<file path="src/rtl/vga_mode_controller.sv">
// Run-time video-mode sequencer for the VGA timing generator: swaps preset
// timing parameters at a vsync boundary and holds blanking while the new mode settles.
module vga_mode_controller #(
  parameter int DEFAULT_MODE   = 0,
  parameter int SETTLE_FRAMES  = 2,
  parameter int TIMEOUT_CYCLES = 2_000_000
) (
  input  logic        pixel_clk,
  input  logic        rst_n,
  input  logic [1:0]  mode_sel,
  input  logic        mode_req,
  output logic        mode_ack,
  output logic        busy,
  output logic [1:0]  current_mode,
  input  logic        vga_vs,
  output logic        timing_hold,
  output logic        timeout_flag,
  output logic [11:0] h_disp,
  output logic [11:0] h_fporch,
  output logic [11:0] h_sync,
  output logic [11:0] h_bporch,
  output logic [11:0] v_disp,
  output logic [11:0] v_fporch,
  output logic [11:0] v_sync,
  output logic [11:0] v_bporch
);

  typedef enum logic [1:0] {IDLE, WAIT_EDGE, SETTLE, DONE} state_t;

  localparam logic [1:0]  DEF_MODE = 2'(DEFAULT_MODE);
  localparam logic [3:0]  SETTLE_N = 4'(SETTLE_FRAMES);
  localparam logic [20:0] TMO_LAST = 21'(TIMEOUT_CYCLES - 1);

  state_t      state;
  logic [1:0]  pending;
  logic        vs_q;
  logic [20:0] tmo_cnt;
  logic [3:0]  frame_cnt;
  logic        vs_fall;

  // Packed as {h disp, fp, sync, bp, v disp, fp, sync, bp}.
  function automatic logic [95:0] mode_params(input logic [1:0] m);
    case (m)
      2'd0:    return {12'd640,  12'd16, 12'd96,  12'd48,  12'd480,  12'd10, 12'd2, 12'd33};
      2'd1:    return {12'd800,  12'd40, 12'd128, 12'd88,  12'd600,  12'd1,  12'd4, 12'd23};
      2'd2:    return {12'd1024, 12'd24, 12'd136, 12'd160, 12'd768,  12'd3,  12'd6, 12'd29};
      default: return {12'd1280, 12'd48, 12'd112, 12'd248, 12'd1024, 12'd1,  12'd3, 12'd38};
    endcase
  endfunction

  assign vs_fall = vs_q & ~vga_vs;

  always_ff @(posedge pixel_clk) begin
    if (!rst_n) begin
      state        <= IDLE;
      pending      <= DEF_MODE;
      current_mode <= DEF_MODE;
      {h_disp, h_fporch, h_sync, h_bporch,
       v_disp, v_fporch, v_sync, v_bporch} <= mode_params(DEF_MODE);
      mode_ack     <= 1'b0;
      busy         <= 1'b0;
      timing_hold  <= 1'b0;
      timeout_flag <= 1'b0;
      vs_q         <= 1'b1;
      tmo_cnt      <= '0;
      frame_cnt    <= '0;
    end else begin
      vs_q     <= vga_vs;
      mode_ack <= 1'b0;
      case (state)
        IDLE: begin
          if (mode_req) begin
            busy <= 1'b1;
            if (mode_sel == current_mode) begin
              mode_ack <= 1'b1;
              state    <= DONE;
            end else begin
              pending      <= mode_sel;
              timeout_flag <= 1'b0;
              tmo_cnt      <= '0;
              state        <= WAIT_EDGE;
            end
          end
        end
        WAIT_EDGE: begin
          tmo_cnt <= tmo_cnt + 21'd1;
          // A real edge wins over a simultaneous timeout, so the flag only marks forced swaps.
          if (vs_fall || (tmo_cnt == TMO_LAST)) begin
            {h_disp, h_fporch, h_sync, h_bporch,
             v_disp, v_fporch, v_sync, v_bporch} <= mode_params(pending);
            current_mode <= pending;
            timing_hold  <= 1'b1;
            frame_cnt    <= SETTLE_N;
            state        <= SETTLE;
            if (!vs_fall) timeout_flag <= 1'b1;
          end
        end
        SETTLE: begin
          if (vs_fall) begin
            frame_cnt <= frame_cnt - 4'd1;
            if (frame_cnt == 4'd1) begin
              timing_hold <= 1'b0;
              mode_ack    <= 1'b1;
              state       <= DONE;
            end
          end
        end
        DONE: begin
          busy  <= 1'b0;
          state <= IDLE;
        end
        default: state <= IDLE;
      endcase
    end
  end

endmodule

</file>
<file path="config.mk">
export PLATFORM = sky130hd
export DESIGN_NAME = vga_mode_controller
export DESIGN_NICKNAME = d
export VERILOG_FILES = /design/src/rtl/vga_mode_controller.sv
export SDC_FILE = /design/constraint.sdc
export NUM_CORES = 1
export LEC_CHECK = 0
export CORE_ASPECT_RATIO = 0.6
export CORE_MARGIN = 8
export CORE_UTILIZATION = 42
export DETAILED_ROUTE_END_ITERATION = 16
export PLACE_DENSITY = 0.75
export SYNTH_ARGS = -nofsm -noshare
export SYNTH_HDL_FRONTEND = slang
export SYNTH_SLANG_ARGS = --single-unit
</file>
<file path="constraint.sdc">
create_clock -name pixel_clk -period 1.85 [get_ports pixel_clk]
set_input_delay 0.2775 -clock pixel_clk [delete_from_list [all_inputs] [get_ports pixel_clk]]
set_output_delay 0.2775 -clock pixel_clk [all_outputs]
set_load 0.01 [all_outputs]
</file>
==> impl_metrics.csv <==
group,metric,value,unit
floorplan,start_util,43.5,%
placed_design,port_buffers,49,
floorplan,core.rowCount,24,
logic_synthesis,synth_common_cells,"82 x buf_4, 50 x dfxtp_1, 35 x nor2_1",
timing,timing.final.crit_share,96.4,%
power,switching_share,35.6,%
floorplan,die_area,10700,um2
critical_path,cp-end-kind,"flip-flop",
logic_synthesis,syn_area,3170,um2
critical_path,cp_data_arrival_time,1970,ps
logic_synthesis,yosysMostFrequentCell,"buf_4",
critical_path,crit_top_cell,"buf_4",
detailed_routing,routed-via-count,2657,
logic_synthesis,ys_ff_latch,50,
logic_synthesis,synth-edff-count,0,
detailed_routing,drc,0,
detailed_routing,ant_nets,0,
detailed_routing,first_iter_violations,248,
detailed_routing,totalWireLength,8.34,mm
placed_design,routabilityCongestion,0.834,
job,maxCapViolations,0,
finish,fin_nets,455,
finish,drive_above_1_share,17.9,%
power,ir_worst_vdd,0.000518,V
power,p_leak,1.51,nW
critical_path,slowest_stage,"dfxtp_1",
finish,final_util,55.3,%
logic_synthesis,async_flop_share,0,%
critical_path,crit_fanout,6,
floorplan,coreArea,7300,um2
clocking,hold_buffers,0,
global_routing,gr-total-overflow,0,
critical_path,critPathRequiredTime,2040,ps
clocking,cts-htree-levels,2,
logic_synthesis,ys.flop_type,"dfxtp_1",
logic_synthesis,yosys.area.top_type,"dfxtp_1",
power,power.net_switching,1.39,mW
power,p_clk_share,26.9,%
critical_path,cp_cell_sequence,"buf_4, and2_1, nand4_4, buf_4, a2111oi_4, xnor2_1, nor2_1",
power,seq_power_share,32.5,%
detailed_routing,first_pass_iters,6,
logic_synthesis,ys_warn_count,0,
floorplan,die_height,83.3,um
timing,skew,5.21,ps
clocking,cts_made_buffers,5,
logic_synthesis,ys_seq_area_share,31.5,%
critical_path,worst-path-buf-inv,2,
critical_path,cp.depth,7,
clocking,path_clk_slew,70,ps
logic_synthesis,synth_area_leaders,"dfxtp_1 32%, buf_4 19%, xnor2_1 5.8%",
timing,setup_viol,0,
power,power,3.90,mW
detailed_routing,wire_per_inst,15.4,um
timing,drv_slew,0,
logic_synthesis,syn_area_per_cell,8.48,um2
placed_design,place_area,3680,um2
logic_synthesis,synth_top_area_share,31.5,%
logic_synthesis,postSynthCellCount,374,
timing,finalCriticalPeriod,1780,ps
clocking,cts_root_buf,"clkbuf_16",
finish,diodes,0,
timing,final-hold-violation-count,0,
min_path,whs_path_depth,1,
clocking,clk-insertion-delay-late,290,ps
clocking,cts.sink_count,50,
power,pwr-share-comb,40.6,%
critical_path,crit_family,"simple AND/OR/NAND/NOR gates",
clocking,cts_tree,"yes",
logic_synthesis,synth_cell_types,55,
finish,syn_to_final_growth,27.2,%
timing,grt_setup_unrepaired,"yes",
finish,final_area,4040,um2
global_routing,grt_usage,14.6,%
global_routing,antenna_found_initial,0,
min_path,hold_path_class,"reg2reg",
timing,fmax,561,MHz
clocking,cts_buffer_depth,2,
detailed_routing,vias_per_cell,4.92,
floorplan,io_pins,108,
power,pwr_density_cell,966,nW/um2
critical_path,rr_worst_depth,7,
critical_path,crit_path_max_incr_delay,400,ps
global_routing,grt_max_degree,21,
global_routing,grt_pass1_vias,2521,
global_routing,grt_pass1_wl,12.9,mm
placed_design,dpl.hpwl,6.27,mm
power,internal_power,2.51,mW
critical_path,criticalPathCategory,"reg2reg",
outcome,status,"finished clean",
floorplan,die_width,128,um
critical_path,start_kind,"flip-flop",
-- cell type report --
cell class	count	area, um2
clock buffer	6	129
clock inverter	2	37.5
fill	648	3260
inverter	16	60.1
multi-input combinational	267	1810
sequential	50	1000
tap	104	130
timing repair buffer	95	865
-- metrics by stage --
step / setup TNS [ps] / hold slack, ps / std cells / setup slack [ps]
after CTS: 0 / 478 / 539 / 0.184
after detailed placement: -3180 / 464 / 531 / -288
after global placement: -2150 / 453 / 531 / -182
after global routing: -48.1 / 499 / 540 / -33.6
after floorplan: 0 / 379 / 431 / 60.5
final: 0 / 474 / 540 / 66.7
-- power by group through the flow --
stage | Sequential (mW) | Combinational, mW | Clock, mW
2_1_floorplan | 1.30 | 0.895 | 0
3_3_place_gp | 1.28 | 1.35 | 0
3_5_place_dp | 1.29 | 1.39 | 0
4_1_cts | 1.26 | 1.43 | 1.06
5_1_grt | 1.28 | 1.70 | 1.12
6_report | 1.27 | 1.58 | 1.05
-- placed cells by master, fill, tap and decap left out, drive strengths merged, types with 2 or more instances in the layout --
master	netlist	layout
nand2b	2	2
nor4b	2	2
and2	2	2
nor2	35	35
a211oi	12	12
inv	15	15
nand2	17	17
a21boi	2	2
o21ai	18	18
nand3	14	14
or3	3	3
o22ai	2	2
nor4	2	2
o31a	2	2
clkdlybuf4s50	0	49
clkbuf	10	6
ha	14	14
xnor2	21	21
mux2i	2	2
buf	88	46
a2111oi	7	7
a21oi	19	19
conb	1	58
nor3	3	3
a41oi	2	2
and4	3	3
and3	3	3
dfxtp	50	50
nand4	5	5
-- per-layer routing --
| layer | vias to the layer above | global-route usage [%] | share of wire (%) |
|---|---|---|---|
| met3 | 8 | 3.06 | 7.4 |
| met4 | 0 | 4.94 | 0.84 |
| met1 | 1268 | 19.0 | 46 |
| li1 | 1271 | - | - |
| met5 | - | 0 | 0 |
| met2 | 110 | 23.2 | 46 |
-- sequential cells by signal (all words and copies together), names as in the netlist --
signal and flops:
state 2, frame_cnt 4, timeout_flag 1, v_disp 1
v_bporch 4, h_fporch 1, tmo_cnt 21, timing_hold 1
h_bporch 1, mode_ack 1, current_mode 2, busy 1
h_sync 2, vs_q 1, h_disp 5, pending 2
-- timing repair --
action,in CTS,in global routing
pin swaps,0,5
resized for setup,5,30
buffers inserted,0,1
setup endpoints to repair,8,34
-- logic make-up after synthesis --
kind of cell / share of synthesized area, %
xor+xnor: 5.80
other cells: 0.118
buf+inv: 23.5
flops: 31.5
fa+ha+maj: 5.52
compound gates: 17.9
mux: 0.631
simple gates: 14.9
-- worst paths after layout --
| path | slack, ps | from | endpoint |
|---|---|---|---|
| max reg2reg | 70 | tmo_cnt[7]$_SDFFE_PN0P_ | tmo_cnt[16]$_SDFFE_PN0P_ |
| max | 70 | tmo_cnt[7]$_SDFFE_PN0P_ | tmo_cnt[16]$_SDFFE_PN0P_ |
| min | 470 | frame_cnt[3]$_SDFFE_PN0P_ | frame_cnt[3]$_SDFFE_PN0P_ |
| min reg2reg | 470 | frame_cnt[3]$_SDFFE_PN0P_ | frame_cnt[3]$_SDFFE_PN0P_ |
No activity file was read; power rests on OpenSTA's default activity.
